<file path="config.mk">
export PLATFORM = sky130hd
export DESIGN_NAME = pipeline_hazard_ctrl
export DESIGN_NICKNAME = d
export VERILOG_FILES = /design/src/rtl/hazard_pkg.sv /design/src/rtl/hazard_perf_cnt.sv /design/src/rtl/pipeline_hazard_ctrl.sv
export SDC_FILE = /design/constraint.sdc
export NUM_CORES = 1
export LEC_CHECK = 0
export ABC_AREA = 1
export BUFFER_PORTS_ARGS = -buffer_cell sky130_fd_sc_hd__clkbuf_2
export CAP_MARGIN = 20
export CORE_MARGIN = 10
export CORE_UTILIZATION = 30
export DETAILED_ROUTE_END_ITERATION = 7
export PLACE_DENSITY = 0.73
export SLEW_MARGIN = 20
export SYNTH_ARGS = -nofsm -noshare
export SYNTH_HDL_FRONTEND = slang
export SYNTH_HIERARCHICAL = 1
export SYNTH_SLANG_ARGS = --single-unit
</file>
<file path="constraint.sdc">
create_clock -name i_clk -period 1.23 [get_ports i_clk]
set_input_delay 0.0615 -clock i_clk [delete_from_list [all_inputs] [get_ports i_clk]]
set_output_delay 0.0615 -clock i_clk [all_outputs]
set_load 0.02 [all_outputs]
</file>
<file path="src/rtl/hazard_pkg.sv">
// Shared types and constants for the pipeline hazard sequencer.
// The HAZ_PERF_CNT_EN macro (see pipeline_hazard_ctrl) does not affect this package.
package hazard_pkg;

  localparam int REG_AW = 5;

  typedef enum logic {
    RUN     = 1'b0,
    MD_WAIT = 1'b1
  } hz_state_e;

  // x0 is hardwired to zero, so a load targeting it can never create a real dependency.
  function automatic logic load_use_hit(
    input logic              mem_read,
    input logic [REG_AW-1:0] ex_rd,
    input logic [REG_AW-1:0] rs1,
    input logic [REG_AW-1:0] rs2,
    input logic              use_rs1,
    input logic              use_rs2
  );
    logic w_rs1_hit;
    logic w_rs2_hit;
    w_rs1_hit = use_rs1 && (rs1 == ex_rd);
    w_rs2_hit = use_rs2 && (rs2 == ex_rd);
    return mem_read && (ex_rd != '0) && (w_rs1_hit || w_rs2_hit);
  endfunction

endpackage

</file>
<file path="src/rtl/hazard_perf_cnt.sv">
// Free-running wrap-around event counter used for hazard performance statistics.
// Only instantiated when HAZ_PERF_CNT_EN is defined.
module hazard_perf_cnt
  import hazard_pkg::*;
#(
  parameter int CNT_W = 32
) (
  input  logic             i_clk,
  input  logic             i_rst_n,
  input  logic             i_en,
  output logic [CNT_W-1:0] o_count
);

  logic [CNT_W-1:0] r_count;

  always_ff @(posedge i_clk) begin
    if (!i_rst_n) begin
      r_count <= '0;
    end else if (i_en) begin
      r_count <= r_count + CNT_W'(1);
    end
  end

  assign o_count = r_count;

endmodule

</file>
<file path="src/rtl/pipeline_hazard_ctrl.sv">
// Hazard sequencer: load-use stalls, taken-branch squash and mul/div start/done handshake with watchdog.
// Define HAZ_PERF_CNT_EN to build the stall/flush performance counters; otherwise perf ports read 0.
module pipeline_hazard_ctrl
  import hazard_pkg::*;
#(
  parameter int MD_TIMEOUT = 64,
  parameter int CNT_W      = 32
) (
  input  logic              i_clk,
  input  logic              i_rst_n,
  input  logic [REG_AW-1:0] i_id_rs1,
  input  logic [REG_AW-1:0] i_id_rs2,
  input  logic              i_id_use_rs1,
  input  logic              i_id_use_rs2,
  input  logic              i_ex_mem_read,
  input  logic [REG_AW-1:0] i_ex_rd,
  input  logic              i_ex_md_valid,
  input  logic              i_ex_branch_taken,
  input  logic              i_md_done,
  output logic              o_md_start,
  output logic              o_stall_if,
  output logic              o_stall_id,
  output logic              o_stall_ex,
  output logic              o_flush_if_id,
  output logic              o_bubble_ex,
  output logic              o_bubble_mem,
  output logic              o_md_timeout,
  output logic [CNT_W-1:0]  o_perf_stall_cnt,
  output logic [CNT_W-1:0]  o_perf_flush_cnt
);

  localparam int              WD_W    = (MD_TIMEOUT > 2) ? $clog2(MD_TIMEOUT) : 1;
  localparam logic [WD_W-1:0] WD_LAST = WD_W'(MD_TIMEOUT - 1);

  hz_state_e       r_state;
  hz_state_e       w_state_nxt;
  logic [WD_W-1:0] r_wdog;
  logic [WD_W-1:0] w_wdog_nxt;
  logic            r_md_timeout;
  logic            w_timeout_hit;
  logic            w_load_use;

  assign w_load_use = load_use_hit(i_ex_mem_read, i_ex_rd, i_id_rs1, i_id_rs2,
                                   i_id_use_rs1, i_id_use_rs2);

  always_ff @(posedge i_clk) begin
    if (!i_rst_n) begin
      r_state      <= RUN;
      r_wdog       <= '0;
      r_md_timeout <= 1'b0;
    end else begin
      r_state <= w_state_nxt;
      r_wdog  <= w_wdog_nxt;
      if (w_timeout_hit) begin
        r_md_timeout <= 1'b1;
      end
    end
  end

  // md_start is gated by reset so a held mul/div in EX is never launched while the block is in reset.
  always_comb begin
    w_state_nxt   = r_state;
    w_wdog_nxt    = r_wdog;
    w_timeout_hit = 1'b0;
    o_md_start    = 1'b0;
    o_stall_if    = 1'b0;
    o_stall_id    = 1'b0;
    o_stall_ex    = 1'b0;
    o_flush_if_id = 1'b0;
    o_bubble_ex   = 1'b0;
    o_bubble_mem  = 1'b0;

    case (r_state)
      RUN: begin
        if (i_ex_md_valid) begin
          o_md_start   = i_rst_n;
          o_stall_if   = 1'b1;
          o_stall_id   = 1'b1;
          o_stall_ex   = 1'b1;
          o_bubble_mem = 1'b1;
          w_state_nxt  = MD_WAIT;
          w_wdog_nxt   = '0;
        end else if (i_ex_branch_taken) begin
          o_flush_if_id = 1'b1;
          o_bubble_ex   = 1'b1;
        end else if (w_load_use) begin
          o_stall_if  = 1'b1;
          o_stall_id  = 1'b1;
          o_bubble_ex = 1'b1;
        end
      end

      MD_WAIT: begin
        if (i_md_done) begin
          w_state_nxt = RUN;
        end else if (r_wdog == WD_LAST) begin
          w_timeout_hit = 1'b1;
          w_state_nxt   = RUN;
        end else begin
          o_stall_if   = 1'b1;
          o_stall_id   = 1'b1;
          o_stall_ex   = 1'b1;
          o_bubble_mem = 1'b1;
          w_wdog_nxt   = r_wdog + WD_W'(1);
        end
      end

      default: begin
        w_state_nxt = RUN;
      end
    endcase
  end

  assign o_md_timeout = r_md_timeout;

`ifdef HAZ_PERF_CNT_EN
  hazard_perf_cnt #(
    .CNT_W (CNT_W)
  ) u_stall_cnt (
    .i_clk   (i_clk),
    .i_rst_n (i_rst_n),
    .i_en    (o_stall_if),
    .o_count (o_perf_stall_cnt)
  );

  hazard_perf_cnt #(
    .CNT_W (CNT_W)
  ) u_flush_cnt (
    .i_clk   (i_clk),
    .i_rst_n (i_rst_n),
    .i_en    (o_flush_if_id),
    .o_count (o_perf_flush_cnt)
  );
`else
  assign o_perf_stall_cnt = '0;
  assign o_perf_flush_cnt = '0;
`endif

endmodule

</file>
==> impl_results.md <==
* Max-Cap Viols at 0
* Vias per inst at 3.50
* DP Wirelength at 2490 um
* Synth top area share at 43.3%
* Setup Viol. Count Final at 11
* CTS buffer count at 3
* Net Sw Frac at 41.8%
* Final WS setup at -142 ps
* Register area at 163 um^2
* Peak supply drop at 0.317 mV
* Gr usage total at 7.39%
* Seq cells post-synth at 8
* Syn Inst Count at 183
* Sequential fraction of design power at 26.3%
* Final wirelength at 2830 um
* CTS Sinks at 8
* Worst Path Arrival at 1310 ps
* Placed Area at 1200 um^2
* Antenna fix cells at 0
* Final Cycle Share at 112%
* Hold WS at 126 ps
* First-pass GRT wire length at 3980 um
* Power per cell area at 762 nW/um^2
* Initial antenna violation count at 0
* Final total power at 1.03 mW
* Failing checks: negative setup slack
* Clk buf depth at 2
* Synth warnings at 6
* Setup Skew at 2.76 ps
* Via count at 965
* RSZ-0062 raised after global routing: true
* Nets at 254
* Sequential fraction of the synthesis area at 14.0%
* Multi-input logic area at 701 um^2
* Total congestion overflow at 0
* Initial Util at 31.0%
* Initial DRC Count at 22
* Area leader, netlist: buf_4
* Crit. End Element: output pin
* R2r setup slk at -120 ps
* Status: complete, but fails checks
* Ports at 95
* Setup Crit Path Kind: flop to output pin
* P&R area growth vs syn at 17.7%
* Syn Std Cell Area at 1140 um^2
* Largest net degree at the start of global routing at 6
* Die Area at 6690 um^2
* Fin. Hold Viols at 0
* DRT Pass-1 Iters at 4
* Vias in the first global route at 928
* Core area at 3690 um^2
* Cell variety after synth at 20
* Average wire per standard cell at 10.3 um
* Root buffer cell: clkbuf_8
* I/O Buffers at 30
* Share of cells above drive strength 1 at 30.7%
* Pins over their slew limit at 0
* Switching pwr at 429 uW
* P_leak at 0.799 nW
* Rows at 22
* Hold-fix buffers, CTS at 0
* Synth area leaders: buf_4 43%, nand2_1 15%, dfxtp_1 14%
* Type of the most critical hold path: input port to flop
* CTS tree: done
* Gpl congestion at 0.800
* H-tree Lvls at 1
* Clock latency on the worst-skew pair at 230 ps
* Crit path time final at 1370 ps
* CP required at 1170 ps
* Antenna viol nets, final at 0
* Crit path max fanout at 4
* Finished Cell Area at 1350 um^2
* DRC at 0
* Clock transition at path regs at 40 ps
* Die width at 81.8 um
* Combinational power share at 42.9%
* Clk pwr share at 30.9%
* Type of origin of the critical path: flop
* Internal cell power at 598 uW
* Avg Synthesized Cell Area at 6.26 um^2
* Die height at 81.8 um
* Max Clock Freq at 0.729 GHz
* Fillers at 406
-- cells in the final DEF (no fill, tap or decap) --
cell,synthesis,final
buf_4,66,14
nand2_1,45,42
dfxtp_2,0,2
o21a_1,1,1
nor4_1,1,1
a21oi_1,4,3
nand2_8,0,1
nand4_1,2,2
a21oi_2,3,4
nand3_4,0,1
nand3_1,7,7
clkbuf_2,0,26
clkbuf_4,0,1
nand2_4,1,1
inv_1,17,16
dfxtp_1,8,6
inv_2,4,4
clkinv_4,0,1
buf_6,0,2
o21ai_2,0,1
nor2_4,0,1
o21ai_0,2,2
nor2_2,0,1
o21ai_4,1,1
nor2_1,16,14
inv_4,0,1
clkbuf_8,0,5
ha_4,0,1
conb_1,1,64
nand2_2,0,2
-- layer usage --
layer	routed length (um)	vias to the layer above	share of wire, %	global-route usage, %
met5	0	-	0	0
met4	0	0	0	2.04
met3	348	0	12	3.06
met2	1450	45	51	13.1
met1	1040	403	37	7.88
li1	-	517	-	-
-- per-stage QoR --
step | util, % | worst slack [ps] | setup TNS, ps | instances
after floorplan | - | -30.0 | -30.0 | 246
after global placement | 32.5 | 17.6 | 0 | 266
after detailed placement | 32.5 | -4.08 | -6.96 | 266
after CTS | 35.8 | -157 | -811 | 275
after global routing | 36.5 | -212 | -1620 | 276
final | 36.5 | -142 | -759 | 276
-- power by group through the flow --
stage	Combinational (mW)	Sequential (mW)	Clock, mW
floorplan	0.459	0.274	0
global placement	0.382	0.274	0
detailed placement	0.384	0.274	0
CTS	0.416	0.270	0.328
global route	0.481	0.270	0.342
finish	0.441	0.270	0.317
-- cell families (layout without fill, tap and decap cells) --
kind of cell | count (synthesis) | in the layout | share of synthesized area, %
AO/OA/AOI/OAI | 12 | 12 | 7.43
buffers and inverters | 88 | 70 | 50.6
adder cells (fa/ha/maj) | 1 | 1 | 1.09
AND/OR/NAND/NOR | 73 | 73 | 26.6
other | 1 | 64 | 0.328
flip-flops | 8 | 8 | 14.0
-- worst max-delay path: stages (launching register included) --
cell	delay, ps
dfxtp_2	340
ha_4	150
nand3_4	80
o21ai_4	160
nand2_4	90
clkinv_4	70
nand2_8	40
clkbuf_8	150
-- layout make-up --
class | count | area share [%]
multi-input combinational | 150 | 52.0
timing repair buffer | 45 | 21.7
sequential | 8 | 12.1
inverter | 22 | 6.69
tap | 48 | 4.46
clock buffer | 3 | 3.06
-- Yosys cell counts --
cell type  instances
nand3_2            1
dfxtp_1            8
nor4_1             1
inv_2              4
nand4_1            2
nand3_1            7
conb_1             1
o21ai_4            1
buf_4             66
o21a_1             1
o21ai_1            1
nor2_1            16
nand2_4            1
o21ai_0            2
a21oi_2            3
nand2_1           45
inv_1             17
clkinv_2           1
ha_1               1
a21oi_1            4
-- final timing paths --
check / start / end / cells after the start
max: r_wdog[0] / o_stall_if / 7
min: i_rst_n / r_wdog[0] / 3
max reg2reg: r_wdog[0] / r_wdog[0] / 9
min reg2reg: o_md_timeout / o_md_timeout / 1
-- timing repair --
| item | in CTS | in global routing |
|---|---|---|
| gates resized for setup | 9 | 9 |
| setup buffers | 6 | 2 |
| pin swaps | 3 | 2 |
| setup endpoints to repair | 5 | 15 |
| cloned | 0 | 0 |
-- state kept, by name (all words and copies together), names as in the netlist --
name / count
o_md_timeout: 1
r_wdog: 6
r_state: 1
Power figures use the tool's default switching activity.
